<file path="src/rtl/riscv_pkg.sv">
// Shared decode constants and the buffered entry type for the immediate generator.
package riscv_pkg;

  localparam logic [2:0] IMM_I    = 3'b000;
  localparam logic [2:0] IMM_S    = 3'b001;
  localparam logic [2:0] IMM_B    = 3'b010;
  localparam logic [2:0] IMM_J    = 3'b011;
  localparam logic [2:0] IMM_U    = 3'b100;
  localparam logic [2:0] IMM_Z    = 3'b101;
  localparam logic [2:0] IMM_NONE = 3'b111;

  localparam logic [6:0] OPC_LOAD      = 7'b0000011;
  localparam logic [6:0] OPC_MISC_MEM  = 7'b0001111;
  localparam logic [6:0] OPC_OP_IMM    = 7'b0010011;
  localparam logic [6:0] OPC_AUIPC     = 7'b0010111;
  localparam logic [6:0] OPC_OP_IMM_32 = 7'b0011011;
  localparam logic [6:0] OPC_STORE     = 7'b0100011;
  localparam logic [6:0] OPC_OP        = 7'b0110011;
  localparam logic [6:0] OPC_LUI       = 7'b0110111;
  localparam logic [6:0] OPC_OP_32     = 7'b0111011;
  localparam logic [6:0] OPC_BRANCH    = 7'b1100011;
  localparam logic [6:0] OPC_JALR      = 7'b1100111;
  localparam logic [6:0] OPC_JAL       = 7'b1101111;
  localparam logic [6:0] OPC_SYSTEM    = 7'b1110011;

  // imm is always carried sign-extended to 64 bits; the top truncates to XLEN.
  typedef struct packed {
    logic [31:0] instr;
    logic [63:0] imm;
    logic [2:0]  fmt;
    logic        illegal;
  } imm_entry_t;

endpackage

</file>
<file path="src/rtl/imm_gen_comb.sv">
// Combinational format selection and immediate extension.
// Optional CSR zimm format is enabled by defining IMM_GEN_ZIMM_EN.
module imm_gen_comb
  import riscv_pkg::*;
#(
  parameter int XLEN        = 32,
  parameter bit AUTO_DECODE = 1'b1
) (
  input  logic [31:0] instr_i,
  input  logic [2:0]  immsrc_i,
  output imm_entry_t  entry_o
);

`ifdef IMM_GEN_ZIMM_EN
  localparam bit ZIMM_EN = 1'b1;
`else
  localparam bit ZIMM_EN = 1'b0;
`endif

  logic [2:0]  fmt;
  logic        illegal;
  logic [63:0] imm;
  logic        s;

  assign s = instr_i[31];

  always_comb begin
    fmt     = IMM_NONE;
    illegal = 1'b0;
    if (AUTO_DECODE) begin
      case (instr_i[6:0])
        OPC_OP_IMM, OPC_LOAD, OPC_JALR, OPC_MISC_MEM: fmt = IMM_I;
        OPC_OP_IMM_32: begin
          if (XLEN == 64) fmt = IMM_I;
          else            illegal = 1'b1;
        end
        OPC_STORE:           fmt = IMM_S;
        OPC_BRANCH:          fmt = IMM_B;
        OPC_JAL:             fmt = IMM_J;
        OPC_LUI, OPC_AUIPC:  fmt = IMM_U;
        OPC_OP:              fmt = IMM_NONE;
        OPC_OP_32:           illegal = (XLEN != 64);
        OPC_SYSTEM:          fmt = (instr_i[14] && ZIMM_EN) ? IMM_Z : IMM_NONE;
        default:             illegal = 1'b1;
      endcase
    end else begin
      fmt = immsrc_i;
      // Unsupported explicit codes collapse onto NONE so out_fmt reports what was applied.
      if (fmt == 3'b110 || (fmt == IMM_Z && !ZIMM_EN)) fmt = IMM_NONE;
      illegal = (instr_i[1:0] != 2'b11);
    end
  end

  always_comb begin
    case (fmt)
      IMM_I:   imm = {{52{s}}, instr_i[31:20]};
      IMM_S:   imm = {{52{s}}, instr_i[31:25], instr_i[11:7]};
      IMM_B:   imm = {{52{s}}, instr_i[7], instr_i[30:25], instr_i[11:8], 1'b0};
      IMM_J:   imm = {{44{s}}, instr_i[19:12], instr_i[20], instr_i[30:21], 1'b0};
      IMM_U:   imm = {{32{s}}, instr_i[31:12], 12'b0};
      IMM_Z:   imm = {59'b0, instr_i[19:15]};
      default: imm = 64'b0;
    endcase
  end

  assign entry_o = '{instr: instr_i, imm: imm, fmt: fmt, illegal: illegal};

endmodule

</file>
<file path="src/rtl/imm_gen_pipe.sv">
// Registered immediate generator with a 2-entry skid buffer and flush.
// Optional CSR zimm format: define IMM_GEN_ZIMM_EN (handled in imm_gen_comb).
module imm_gen_pipe
  import riscv_pkg::*;
#(
  parameter int XLEN        = 32,
  parameter bit AUTO_DECODE = 1'b1
) (
  input  logic            clk,
  input  logic            rst,
  input  logic            flush,
  input  logic            in_valid,
  output logic            in_ready,
  input  logic [31:0]     in_instr,
  input  logic [2:0]      in_immsrc,
  output logic            out_valid,
  input  logic            out_ready,
  output logic [31:0]     out_instr,
  output logic [XLEN-1:0] out_imm,
  output logic [2:0]      out_fmt,
  output logic            out_illegal
);

  localparam imm_entry_t ENTRY_RST = '{instr: '0, imm: '0, fmt: IMM_NONE, illegal: 1'b0};

  imm_entry_t new_entry;
  imm_entry_t main_q, main_d, skid_q, skid_d;
  logic       main_vld_q, main_vld_d, skid_vld_q, skid_vld_d;
  logic       accept, drain;
  logic       unused_imm_hi;

  imm_gen_comb #(
    .XLEN        (XLEN),
    .AUTO_DECODE (AUTO_DECODE)
  ) u_comb (
    .instr_i  (in_instr),
    .immsrc_i (in_immsrc),
    .entry_o  (new_entry)
  );

  assign accept = in_valid & ~skid_vld_q;
  assign drain  = main_vld_q & out_ready;

  always_comb begin
    main_d     = main_q;
    skid_d     = skid_q;
    main_vld_d = main_vld_q;
    skid_vld_d = skid_vld_q;
    if (flush) begin
      main_vld_d = 1'b0;
      skid_vld_d = 1'b0;
    end else if (!main_vld_q || drain) begin
      // Main frees up: the older skid entry goes first; skid full means no accept.
      if (skid_vld_q) begin
        main_d     = skid_q;
        main_vld_d = 1'b1;
        skid_vld_d = 1'b0;
      end else begin
        main_vld_d = accept;
        if (accept) main_d = new_entry;
      end
    end else if (accept) begin
      skid_d     = new_entry;
      skid_vld_d = 1'b1;
    end
  end

  always_ff @(posedge clk) begin
    if (rst) begin
      main_q     <= ENTRY_RST;
      skid_q     <= ENTRY_RST;
      main_vld_q <= 1'b0;
      skid_vld_q <= 1'b0;
    end else begin
      main_q     <= main_d;
      skid_q     <= skid_d;
      main_vld_q <= main_vld_d;
      skid_vld_q <= skid_vld_d;
    end
  end

  assign in_ready      = ~skid_vld_q;
  assign out_valid     = main_vld_q;
  assign out_instr     = main_q.instr;
  assign out_imm       = main_q.imm[XLEN-1:0];
  assign out_fmt       = main_q.fmt;
  assign out_illegal   = main_q.illegal;
  assign unused_imm_hi = ^main_q.imm;

endmodule

</file>
<file path="config.mk">
export PLATFORM = sky130hd
export DESIGN_NAME = imm_gen_pipe
export DESIGN_NICKNAME = d
export VERILOG_FILES = /design/src/rtl/riscv_pkg.sv /design/src/rtl/imm_gen_comb.sv /design/src/rtl/imm_gen_pipe.sv
export SDC_FILE = /design/constraint.sdc
export NUM_CORES = 1
export LEC_CHECK = 0
export BUFFER_PORTS_ARGS = -buffer_cell sky130_fd_sc_hd__buf_2
export CAP_MARGIN = 20
export CORE_MARGIN = 2
export CORE_UTILIZATION = 55
export CTS_CLUSTER_DIAMETER = 80
export DETAILED_ROUTE_END_ITERATION = 7
export HOLD_SLACK_MARGIN = 0.15
export PLACE_DENSITY = 0.79
export SETUP_SLACK_MARGIN = 0.1
export SYNTH_ARGS = -nofsm -noshare
export SYNTH_HDL_FRONTEND = slang
export SYNTH_SLANG_ARGS = --single-unit
export TNS_END_PERCENT = 100
</file>
<file path="constraint.sdc">
create_clock -name clk -period 2.7 [get_ports clk]
set_clock_uncertainty 0.2 [all_clocks]
set_input_delay 0.27 -clock clk [delete_from_list [all_inputs] [get_ports clk]]
set_output_delay 0.27 -clock clk [all_outputs]
set_load 0.01 [all_outputs]
</file>
==> metrics.txt <==
Total Routing Usage GR=29.21%; initial antenna violation count=0; Synthesized Nets=~730; area grow syn2layout=29.52%; Worst-Skew Late Latency=0.51 ns; DRC Markers=0; CORE AREA=10,370 µm²; unrepaired setup endpoints after global routing=no; ys async rst share=0%; leading cell types in the layout, fill and taps excluded=dfxtp_1 (137), nand2_1 (125), buf_2 (105); Post-Syn Instances=688; area of the multi-input gates=2880 µm²; synthesis warning total=0; CP max stage cell=dlygate4sd3_1; layout cell share with drive strength beyond 1=21.88%; first-pass GRT wire length=26,990 µm; Tcrit/Tclk final=between 90% and 100%; crit-path max cell delay=roughly 0.57 ns; DRT iter0 DRCs=around 310; CTS tree=built; vias per inst=a little under 6; EDFF count, synth=0; Clock power frac=45.7%; sequential fraction of the synthesis area=46.96%; worst-margin pin slew=0.9617 ns; crit path buf inv count=3; R2R Setup Slk=0.34 ns; R2R Path Start=out_valid; critical path, cell by cell=dlygate4sd3_1, buf_2, or3b_1, a221o_1, a211oi_4, nor2_1, buf_6, a211oi_2; Worst Min Path Start=in_valid; RD Place Congestion=~0.9; Final setup viols=0; library cells used by synthesis=51; Max clock buf depth=2; flops & latches, synth=roughly 140; internal power=between 3 and 4 mW; total gr overflow=0; CP max FO=16; die width=107.4 µm; worst path required time=2.93 ns; placed insts=881; top_reg_cell synth=dfxtp_1; crit path from=in_instr[6]; Power Dens Cells=around 640 nW/µm²; Slew headroom=35.39%; Final #Nets=859; Reg clk slew, reported paths=0.06 ns; Root Driver=clkbuf_8; setup TNS=0 ns; Port Buf Inserts=106; Initial Utilization=56.73%; NetSw=1.288 mW; maximum VDD drop=420.5 µV; CP arrival=2.81 ns; Comb pwr share=10.0%; Hold Vio Cnt, Final=0; commonest non-fill, non-tap cell in the layout=dfxtp_1; Cell Area, Placed=6482 µm²; status=finished clean; largest net degree at the start of global routing=101; final std cells w/o fill=968; # IOs=110; diode count=0; routed vias=roughly 5,700; CTS sink cnt=138; Top delay family on crit path=buffers and inverters; Pleak=2.844 nW; Max Cap Viol=0; CTS H-tree lvls=4; Crit Path Category=input pin to flop; 1st-pass router iterations=5; DPL Wire Length=9993 µm; FP Rows=37; Seq pwr share=44.2%; drt total wl=16,450 µm; FF+latch area=around 2800 µm²; fill count=742; mapped cell area=5883 µm²; WL per Instance=roughly 17 µm; Sw Ratio=between 20% and 30%; Achievable Freq=a little under 400 MHz; fin crit period=2.573 ns; Setup crit start kind=input pin; CP Capture Type=flop; Slew Viols, Final=0; number of global-route vias before repair=about 5,700; Mean Syn Cell Area=between 8 and 9 µm²; design area=7620 µm²; TritonCTS Buffers=17; setup bufs post-CTS=0; min-delay worst type=input pin to flop; die area=11,540 µm²; post-route ant nets=0; die height=107.4 µm
[flip-flops by register name, indices dropped and copies added (netlist names)]
signal / cells
skid_vld_q: 1
out_valid: 1
out_imm: 32
out_fmt: 3
out_instr: 32
out_illegal: 1
skid_q: 68
[routing by layer]
layer,global-route usage (%),part of all wire (%)
met1,36.20,41
met2,48.55,50
met3,7.022,6.3
met4,12.55,2.9
met5,0,0
[synth_stat cells, types with 7 or more instances]
cell type  count  area, µm²
dfxtp_1      138       2763
nand2_1      125      469.2
nor2_1        75      281.5
a211oi_1      63      473.0
clkbuf_1      53      198.9
a21oi_1       39      195.2
mux2i_1       32      320.3
nor3_1        22      110.1
o21ai_0       22      110.1
a211oi_2      11      137.6
a221oi_2      10      150.1
a31oi_1       10      62.56
nand3_1        9      45.04
o22ai_1        8      50.05
or3_1          7      43.79
[tightest hold or removal path, delay by kind of cell]
| kind | cells | cell delay [ns] |
|---|---|---|
| buffers and inverters | 2 | 0.33 |
| and+or+nand+nor | 3 | 0.25 |
| AOI/OAI and AO/OA | 1 | 0.05 |
[path summary, 6_finish.rpt]
path	endpoint	cells past startpoint
setup / recovery	skid_q[28]	8
hold / removal	skid_q[92]	6
setup reg to reg	skid_q[71]	6
hold reg to reg	skid_q[92]	2
[repair_timing]
item / CTS / global route
endpoints found under the hold margin: 131 / 0
resized for setup: 0 / 3
endpoints found under the setup margin: 0 / 24
hold buffers: 53 / 0
[cell families after synthesis]
kind of cell              share of synthesized area (%)
buffers and inverters                             4.594
and+or+nand+nor                                   19.16
muxes                                             5.445
AOI/OAI and AO/OA                                 23.69
DFF                                               46.96
xor gates and xnor gates                         0.1489
[layout make-up]
cell class	instances	share of cell area, %
clock buffers	17	5.435
clock inverters	15	2.003
inverters	5	0.2463
multi-input cells	482	37.80
flip-flops and latches	138	36.27
well taps	136	2.233
repair buffers	175	16.01
[power by group through the flow]
stage                     sequential, mW  combinational [mW]  clock (mW)
final                               2.14               0.487        2.22
after global routing                2.15               0.534        2.33
after CTS                           2.14               0.475        2.24
after detailed placement            2.19               0.429           0
after global placement              2.18               0.416           0
after floorplan                     2.21               0.237           0
[through the flow]
step	worst slack (ns)	hold WS [ns]	utilization [%]	power [mW]
floorplan	0.5959	0.2060	-	2.449
global placement	0.1972	0.2407	62.51	2.600
detailed placement	0.09701	0.2481	62.51	2.617
CTS	0.1088	0.2197	73.09	4.862
global route	0.09341	0.2688	73.48	5.018
finish	0.1269	0.2483	73.48	4.849
No activity file was read; power rests on OpenSTA's default activity.
